<file path="src/rtl/seq_div_unit.sv">
// Signed WIDTH-bit restoring divider for DIV: quotient to ZLO, remainder to ZHI.
// Latency: done pulses 34 edges after the start edge (1 edge for divide-by-zero; 2 edges with SEQ_DIV_EARLY_OUT_EN when |dividend| < |divisor|).
// Backpressure: none; start is only sampled in IDLE, requests while busy are dropped, results hold until the next accepted start.
module seq_div_unit #(
  parameter int WIDTH = 32,
  parameter int CNT_W = 6
) (
  input  logic             clock,
  input  logic             clear,
  input  logic             start,
  input  logic [WIDTH-1:0] dividend,
  input  logic [WIDTH-1:0] divisor,
  output logic             busy,
  output logic             done,
  output logic [WIDTH-1:0] quotient,
  output logic [WIDTH-1:0] remainder,
  output logic             div_by_zero
);

  localparam logic [1:0] S_IDLE = 2'd0;
  localparam logic [1:0] S_RUN  = 2'd1;
  localparam logic [1:0] S_FIX  = 2'd2;
  localparam logic [1:0] S_DONE = 2'd3;

  logic [1:0]       state;
  logic             sign_a;
  logic             sign_b;
  logic [WIDTH-1:0] mag_b;
  // rem_r holds the partial remainder; quo_r starts as |dividend| and is
  // shifted out the top while quotient bits shift in at the bottom.
  logic [WIDTH-1:0] rem_r;
  logic [WIDTH-1:0] quo_r;
  logic [CNT_W-1:0] cnt;

  logic [WIDTH-1:0] mag_a_in;
  logic [WIDTH-1:0] mag_b_in;
  logic             div_zero_in;
  logic             early_out;
  logic [WIDTH:0]   shifted;
  logic [WIDTH:0]   trial;

  // Operand magnitudes at start and the trial subtraction for one restoring step.
  // The magnitude of the most negative value is 2^(WIDTH-1), which still fits unsigned.
  always_comb begin
    mag_a_in    = dividend[WIDTH-1] ? -dividend : dividend;
    mag_b_in    = divisor[WIDTH-1]  ? -divisor  : divisor;
    div_zero_in = (divisor == '0);
    shifted     = {rem_r, quo_r[WIDTH-1]};
    trial       = shifted - {1'b0, mag_b};
`ifdef SEQ_DIV_EARLY_OUT_EN
    early_out   = !div_zero_in && (mag_a_in < mag_b_in);
`else
    early_out   = 1'b0;
`endif
  end

  // Control sequencer and datapath: IDLE -> RUN (WIDTH steps) -> FIX -> DONE -> IDLE.
  always_ff @(posedge clock or negedge clear) begin
    if (!clear) begin
      state       <= S_IDLE;
      busy        <= 1'b0;
      done        <= 1'b0;
      quotient    <= '0;
      remainder   <= '0;
      div_by_zero <= 1'b0;
      sign_a      <= 1'b0;
      sign_b      <= 1'b0;
      mag_b       <= '0;
      rem_r       <= '0;
      quo_r       <= '0;
      cnt         <= '0;
    end else begin
      case (state)
        S_IDLE: begin
          done <= 1'b0;
          if (start) begin
            busy        <= 1'b1;
            sign_a      <= dividend[WIDTH-1];
            sign_b      <= divisor[WIDTH-1];
            mag_b       <= mag_b_in;
            cnt         <= '0;
            div_by_zero <= div_zero_in;
            if (div_zero_in) begin
              // Quotient saturates to all ones; the dividend passes through as remainder.
              quotient  <= '1;
              remainder <= dividend;
              rem_r     <= '0;
              quo_r     <= mag_a_in;
              done      <= 1'b1;
              state     <= S_DONE;
            end else if (early_out) begin
              // |dividend| < |divisor|: quotient magnitude is zero, skip the iterations.
              rem_r <= mag_a_in;
              quo_r <= '0;
              state <= S_FIX;
            end else begin
              rem_r <= '0;
              quo_r <= mag_a_in;
              state <= S_RUN;
            end
          end
        end
        S_RUN: begin
          // Restore on a negative trial; the quotient bit is the inverted borrow.
          rem_r <= trial[WIDTH] ? shifted[WIDTH-1:0] : trial[WIDTH-1:0];
          quo_r <= {quo_r[WIDTH-2:0], ~trial[WIDTH]};
          cnt   <= cnt + CNT_W'(1);
          if (cnt == CNT_W'(WIDTH - 1)) begin
            state <= S_FIX;
          end
        end
        S_FIX: begin
          // Truncating division: quotient sign is the sign XOR, remainder follows the dividend.
          quotient  <= (sign_a ^ sign_b) ? -quo_r : quo_r;
          remainder <= sign_a ? -rem_r : rem_r;
          done      <= 1'b1;
          state     <= S_DONE;
        end
        default: begin
          done  <= 1'b0;
          busy  <= 1'b0;
          state <= S_IDLE;
        end
      endcase
    end
  end

endmodule
</file>
<file path="config.mk">
export PLATFORM = sky130hd
export DESIGN_NAME = seq_div_unit
export DESIGN_NICKNAME = d
export VERILOG_FILES = /design/src/rtl/seq_div_unit.sv
export SDC_FILE = /design/constraint.sdc
export NUM_CORES = 1
export LEC_CHECK = 0
export CAP_MARGIN = 20
export CORE_MARGIN = 2
export CORE_UTILIZATION = 45
export DETAILED_ROUTE_END_ITERATION = 8
export PLACE_DENSITY = 0.66
export REMOVE_ABC_BUFFERS = 1
export SYNTH_ARGS = -nofsm -noshare
export SYNTH_HDL_FRONTEND = slang
export SYNTH_SLANG_ARGS = --single-unit
export TNS_END_PERCENT = 1
</file>
<file path="constraint.sdc">
create_clock -name clock -period 3.3 [get_ports clock]
set_input_delay 0.33 -clock clock [delete_from_list [all_inputs] [get_ports clock]]
set_output_delay 0.33 -clock clock [all_outputs]
set_load 0.05 [all_outputs]
</file>
; Yosys cells after proc, flatten, opt, wreduce, memory -nomap -nowiden
; Index checks and enable logic that the tools add are counted.
[op_classes]
n_addsub = 6
eq_ne = 6
n_mux = 26
n_bitwise = 3
n_reduce_logical = 10
[op_table]
columns = operator, n
row1 = two-way mux 32 bit, 11
row2 = case mux 32 bit (2 select lines), 4
row3 = negator 32 bit, 4
row4 = subtractor 33 x 32 -> 33 bit, 1
row5 = logical NOT 32 bit, 1
row6 = case mux 6 bit (2 select lines), 1
row7 = AND reduction 2 bit, 4
row8 = "adder 6 x 1 -> 6 bit, second input constant", 1
row9 = "equality test 6 x 5 -> 1 bit, second input constant", 1
row10 = two-way mux 2 bit, 3
row11 = two-way mux 6 bit, 1
row12 = "inequality test 2 bit, second input constant", 3
row13 = case mux 2 bit (3 select lines), 1
row14 = nonzero test 2 bit, 2
row15 = two-way mux 1 bit, 3
row16 = case mux 1 bit (3 select lines), 1
row17 = AND reduction 3 bit, 1
row18 = "equality test 2 x 1 -> 1 bit, second input constant", 1
row19 = "equality test 2 bit, second input constant", 1
row20 = logical NOT 2 bit, 1
row21 = inverter 1 bit, 2
row22 = case mux 1 bit (2 select lines), 1
row23 = OR reduction 2 bit, 1
row24 = XOR 1 bit, 1
[totals]
ff_bits = 173
in_bits = 67
elab_cells = 63

; Depth between registers and ports, before layout
; Gate-level depths: netlist of the first run.
[logic_depth]
word_depth = 4
mapped_depth = 14
ltp_nobuf = 12

; Worst setup path before layout of the first run
; No wires, ideal clock.
[synth_timing]
path_type = reg2reg
startpoint = register rem_r[10]
endpoint = register rem_r[26]
setup_time_ns = 0.128
arrival_ns = 2.796
required_time_ns = 3.172
path_slack_ns = 0.375
path_stages_with_launch = 12
path_cell_list = dfrtp_1 -> ha_1 -> a21oi_1 -> o2111ai_1 -> nand4bb_1 -> and4b_1 -> a211oi_1 -> xnor2_1 -> buf_2 -> clkbuf_1 -> a2bb2oi_1 -> o21ai_0
[synth_between]
elab_chain_cells = 3
[synth_lines]
columns = element, line_no
row1 = start: declaration, 31  ; logic [WIDTH-1:0] rem_r;
row2 = start signal: assignment, 93  ; rem_r <= mag_a_in;
row3 = start signal: assignment, 105  ; rem_r <= trial[WIDTH] ? shifted[WIDTH-1:0] : trial[WIDTH-1:0];
row4 = subtractor 33 x 32 -> 33 bit, 49  ; trial = shifted - {1'b0, mag_b};
row5 = two-way mux 32 bit, 105
row6 = case mux 32 bit (2 select lines), 73  ; case (state)
; Every way passes these cells.
; A chain may end at the register's enable or synchronous reset.

; Worst setup path after layout of the first run
[layout_timing]
startpoint = register rem_r[14]
endpoint = register rem_r[27]
; Same word-level chain as after synthesis.

==> flow_summary.toml, run 1 <==
[floorplan]
core_region_area_um2 = 25300
die_y_um = 165
rows = 58
die_w_um = 165
die_area_um2 = 27100
initial_core_util_pct = 46.0
io_pins = 134

[power]
ir_worst_vdd_v = 0.000560
power.density_nw_per_um2 = 1180
p_leak_nw = 6.12
power_w = 0.0169

[timing]
fin_ws_ns = 0.157
tightest_slew_ns = 0.833
slew_viol_final = 0
finalSetupViolations = 0
min_period_ns = 3.14
fmax_mhz = 318
min_period_over_period_pct = 95.2
hold_violations = 0
rsz0062_at_grt = "false"
skew_ns = 0.00841
relSlewSlack_pct = 44.4

[detailed_routing]
totalWireLength_um = 30100
wire_per_inst_um = 15.8
vias_per_cell = 5.40
vias = 10300
ant_nets = 0
drc = 0
drt_first_pass_iters = 5
drt-initial-drc-count = 666

[clock_tree]
numCtsBuffers = 17
clockRootBuffer = "clkbuf_16"
clock_latency_ns = 0.44
clock-sinks = 173
clk_pin_slew_ns = 0.07
cts_tree = "done"
htree_levels = 4
max-clock-path-buffers = 2

[grt]
overflow = 0
grt_max_degree = 76
grt_pass1_vias = 9687
antenna_found_initial = 0
grtUsageTotal_pct = 22.7
grt_pass1_wl_um = 49200

[placement]
dpl_cell_area_um2 = 13700
io_buffers = 133
dp_slack_ns = -0.0461
hpwl_um = 23000
routabilityCongestion = 0.896

[yosys]
syn-mean-instance-area_um2 = 8.28
synth_top_cell_by_area = "dfrtp_1"
synthCells = 1405
yosysUniqueCellTypes = 65
synthTopCellsByArea = "dfrtp_1 (37%), xor2_1 (7.8%), o21ai_0 (6.9%)"
synth_warnings = 0
synth-edff-count = 0
ys_ff_latch = 173
synth_top_cell_area_share_pct = 37.2
synth_flop_cell = "dfrtp_1"
syn_area_um2 = 11600
yosysSeqAreaShare_pct = 37.2
async_flop_share_pct = 100

[layout]
nets = 1666
final_common_cell = "nand2_1"
diodes = 0
final_cell_mix = "nand2_1 (212), dfrtp_1 (172), o21ai_0 (160), clkdlybuf4s50_1 (132), nor2_1 (106)"
utilization_pct = 56.8
fillers = 2374
design_area_um2 = 14400
area_growth_pct = 23.4
layout-drive-gt1-share_pct = 8.54

[setup_path]
crit_path_max_incr_delay_ns = 0.52
path_delay_family = "compound AO/OA/AOI/OAI gates"
path_class = "register to register"
cp.required_ns = 3.59
end_kind = "register"
path_buf_inv = 2
crit_path_max_fanout = 8
worstPathArrival_ns = 3.43
slowest_stage = "dfrtp_1"
crit_top_cell = "buf_4"
cp-start-kind = "register"
cp_cell_sequence = "ha_1 > a21oi_1 > o2111ai_1 > nand4bb_1 > and4b_1 > a211oi_1 > buf_4 > xnor2_4 > buf_4 > nor2b_1 > a31oi_1 > o21ai_0"

[min_path]
holdCritPathClass = "input pin to async pin"

[job]
maxCapViolCount = 0

[outcome]
outcome = "complete, no violations"
[cell type report]
type | instances | area, um^2 | share of cell area [%]
Clock buffer | 18 | 439 | 3.06
Clock inverter | 14 | 173 | 1.20
Inverter | 53 | 199 | 1.39
Multi-Input combinational cell | 1106 | 6860 | 47.8
Sequential cell | 173 | 4330 | 30.2
Tap cell | 330 | 413 | 2.88
Timing Repair Buffer | 206 | 1940 | 13.5
[synth_stat cells (all sizes together) (2+ instances only)]
cell type and count:
o2111ai 3, o21a 9, nor2 107, ha 41
a31oi 31, a22o 3, a211oi 3, inv 53
a2bb2oi 6, clkbuf 54, or4 11, or2 4
nand4 10, or3 23, a21oi 96, nor4 14
o41ai 17, nand2b 7, xnor2 46, nand3b 2
o221ai 2, nor4b 3, xor2 104, dfrtp 173
o22ai 6, a221o 3, nand3 15, a21boi 3
a21o 6, nor3b 2, nor3 13, mux2i 32
o21ai 200, nor2b 12, buf 19, and3 4
and2 5, o21bai 5, o211ai 3, o31ai 31
nand2 214
[through the flow]
step / TNS (ns) / cells / hold WS (ns)
CTS: 0 / 1899 / 0.487
global placement: 0 / 1866 / 0.392
finish: 0 / 1900 / 0.476
global route: 0 / 1900 / 0.507
detailed placement: -0.468 / 1866 / 0.394
floorplan: -147.23 / 1332 / 0.0344
[path summary, 6_finish.rpt]
| check | from | end | slack (ns) | cells after the start |
|---|---|---|---|---|
| min | clear | quotient[29] | 0.48 | 2 |
| max | rem_r[14] | rem_r[27] | 0.16 | 12 |
| max in group asynchronous | clear | quotient[10] | 1.91 | 3 |
| min reg2reg | mag_b[8] | mag_b[8] | 0.48 | 2 |
| max reg2reg | rem_r[14] | rem_r[27] | 0.16 | 12 |
| min in group clock | mag_b[8] | mag_b[8] | 0.48 | 2 |
[worst register-to-register path, delay by kind of cell (launching register included)]
family	cells	cell delay, ns
AOI/OAI and AO/OA	5	0.94
and+or+nand+nor	3	0.67
DFF	1	0.52
buffers and inverters	2	0.39
adders and majority gates	1	0.31
xor gates and xnor gates	1	0.17
[per-layer routing]
| metal | track usage, % | wire [um] |
|---|---|---|
| met1 | 30.0 | 14100 |
| met2 | 39.9 | 14700 |
| met3 | 2.44 | 949 |
| met4 | 5.53 | 403 |
| met5 | 0 | 0 |
[cell families (layout without fill, tap and decap cells)]
kind of cell             Yosys count  in the layout  synth area share [%]
AND/OR/NAND/NOR                  448            448                  17.8
AO/OA/AOI/OAI                    433            433                  21.9
flip-flops                       173            173                  37.2
XOR/XNOR                         150            150                  11.3
buffers and inverters            126            291                  4.30
adder cells (fa/ha/maj)           42             42                  4.58
multiplexers                      33             33                  2.85
[power by group]
group / leakage, nW / internal (W) / total [W] / switching [W]
sequential: 2.10 / 0.00307 / 0.00398 / 0.000915
clock: 0.296 / 0.00117 / 0.00212 / 0.000950
combinational: 3.72 / 0.00434 / 0.0108 / 0.00646
total: 6.12 / 0.00858 / 0.0169 / 0.00833
[registers in the layout, indices dropped and copies added, names as in the netlist, 2 cells and up]
register	cells
remainder	32
rem_r	32
cnt	6
mag_b	32
quo_r	32
quotient	32
state	2
[what timing repair did]
item | CTS | global route
setup endpoints to repair | 0 | 13
gates resized for setup | 0 | 4
hold buffers | 1 | 0
endpoints found under the hold margin | 73 | 0
setup buffers | 0 | 0
Power figures use the tool's default switching activity.
==> run 2, diff against run 1 <==
--- a/config.mk
+++ b/config.mk
@@ -14,4 +14,4 @@
 export SYNTH_ARGS = -nofsm -noshare
 export SYNTH_HDL_FRONTEND = slang
 export SYNTH_SLANG_ARGS = --single-unit
-export TNS_END_PERCENT = 1
+export TNS_END_PERCENT = 20
==> results of run 2 <==
Same layout as run 1: the final DEF is identical, and so are final timing and power.
==> run 3, diff against run 2 <==
--- a/config.mk
+++ b/config.mk
@@ -6,6 +6,7 @@
 export NUM_CORES = 1
 export LEC_CHECK = 0
 export CAP_MARGIN = 20
+export CORE_ASPECT_RATIO = 0.9
 export CORE_MARGIN = 2
 export CORE_UTILIZATION = 45
 export DETAILED_ROUTE_END_ITERATION = 8
==> flow_summary.toml, run 3 (synthesis results as in run 1) <==
[outcome]
outcome = "complete, but fails checks"
violations = "hold timing"

[job]
maxCapViolCount = 0

[detailed_routing]
wire_per_inst_um = 15.8
vias_per_cell = 5.42
totalWireLength_um = 30100
vias = 10400
drt-initial-drc-count = 859
drc = 0
ant_nets = 0
drt_first_pass_iters = 5

[setup_path]
r2r-end = "rem_r[17]"
cp.required_ns = 3.57
r2r_start = "quo_r[31]"
rrSetupSlack_ns = 0.17
reg2reg_depth = 14
worstPathArrival_ns = 3.40
cp-start-kind = "register"
crit_path_max_fanout = 8
path_class = "register to register"
end_kind = "register"

[grt]
grt_max_degree = 98
antenna_found_initial = 0
overflow = 0
grtUsageTotal_pct = 22.3
grt_pass1_wl_um = 49300
grt_pass1_vias = 9668

[layout]
regArea_um2 = 4330
final_cell_mix = "nand2_1 (212), dfrtp_1 (172), o21ai_0 (161), clkdlybuf4s50_1 (132), nor2_1 (106)"
design_area_um2 = 14400
nets = 1663
layout-drive-gt1-share_pct = 8.42
diodes = 0
area_growth_pct = 23.4
fillers = 2320
final_common_cell = "nand2_1"
utilization_pct = 56.8
multi_input_area_um2 = 6870

[power]
p_leak_nw = 6.11
ir_worst_vdd_v = 0.000535
power.density_nw_per_um2 = 1190
power_w = 0.0170

[timing]
hold_violations = 18
skew_ns = 0.0127
finalSetupViolations = 0
min_period_ns = 3.13
relSlewSlack_pct = 39.3
min_period_over_period_pct = 94.7
tightest_slew_ns = 0.910
whs_ns = -0.0187
fin_ws_ns = 0.173
fmax_mhz = 320
setup_tns_ns = 0
slew_viol_final = 0

[clock_tree]
clk_pin_slew_ns = 0.08
clockRootBuffer = "clkbuf_16"
cts_tree = "done"
clock-sinks = 173
max-clock-path-buffers = 2
numCtsBuffers = 17
htree_levels = 4
clock_latency_ns = 0.44
ctsHoldBuffers = 0

[placement]
dp_slack_ns = -0.0503
io_buffers = 133
routabilityCongestion = 0.968
hpwl_um = 22600
dpl_cell_area_um2 = 13700

[floorplan]
die_y_um = 157
rows = 55
initial_core_util_pct = 46.0
core_region_area_um2 = 25300
die_area_um2 = 27100
die_w_um = 173
io_pins = 134

[min_path]
holdCritPathClass = "input pin to async pin"
[run 3: cell count changes in the layout (fill, tap and decap cells not counted), moves of 2 or more]
cell       before  now
clkinv_4        2    4
inv_8           4    6
bufinv_16       2    0
buf_4          68   63
inv_6           4    2
buf_12          3    5
[run 3: through the flow]
stage	cells	hold slack [ns]
6_report	1909	-0.0187
5_1_grt	1909	0.0483
4_1_cts	1906	0.0258
3_5_place_dp	1874	0.471
3_3_place_gp	1874	0.462
2_1_floorplan	1332	0.0344
[run 3: how the worst max path moves through the flow]
stage | start | end | slack (ns)
floorplan | state[0] | quotient[1] | -1.52
global placement | dividend[9] | quo_r[28] | 0.01
detailed placement | dividend[9] | quo_r[28] | -0.05
CTS | quo_r[31] | rem_r[15] | 0.12
global route | quo_r[31] | rem_r[27] | -0.008
finish | quo_r[31] | rem_r[17] | 0.17
[run 3: per-layer routing]
| metal | wire, um | vias to the layer above | track usage, % | share of wire, % |
|---|---|---|---|---|
| met4 | 632 | 0 | 6.74 | 2.1 |
| met5 | 0 | - | 0 | 0 |
| li1 | - | 5255 | - | - |
| met3 | 1790 | 45 | 3.52 | 5.9 |
| met2 | 13800 | 310 | 36.5 | 46 |
| met1 | 13900 | 4745 | 30.7 | 46 |
[run 3: cell type report]
class | count | area share (%)
Clock inverter | 14 | 1.00
Tap cell | 342 | 2.98
Multi-Input combinational cell | 1106 | 47.8
Timing Repair Buffer | 203 | 13.6
Sequential cell | 173 | 30.2
Clock buffer | 18 | 2.99
Inverter | 53 | 1.39
[run 3: report_power, final]
part	internal [W]	total [W]	switching, W
sequential	0.00307	0.00397	0.000899
clock	0.00101	0.00198	0.000966
combinational	0.00452	0.0111	0.00658
[run 3: timing repair]
action,4_1_cts,5_1_grt
endpoints found under the setup margin,0,27
setup buffers,0,1
gates resized for setup,0,4
endpoints found under the hold margin,0,0
[run 3: critical path, stage by stage (launching register included)]
cell,delay [ns]
dfrtp_2,0.41
inv_1,0.06
ha_1,0.21
fa_1,0.43
nor2b_2,0.17
o2111ai_1,0.19
nand4bb_1,0.22
and4b_1,0.27
a211oi_1,0.06
buf_4,0.17
xnor2_4,0.18
buf_12,0.15
clkbuf_16,0.16
mux2i_1,0.19
o21ai_0,0.10
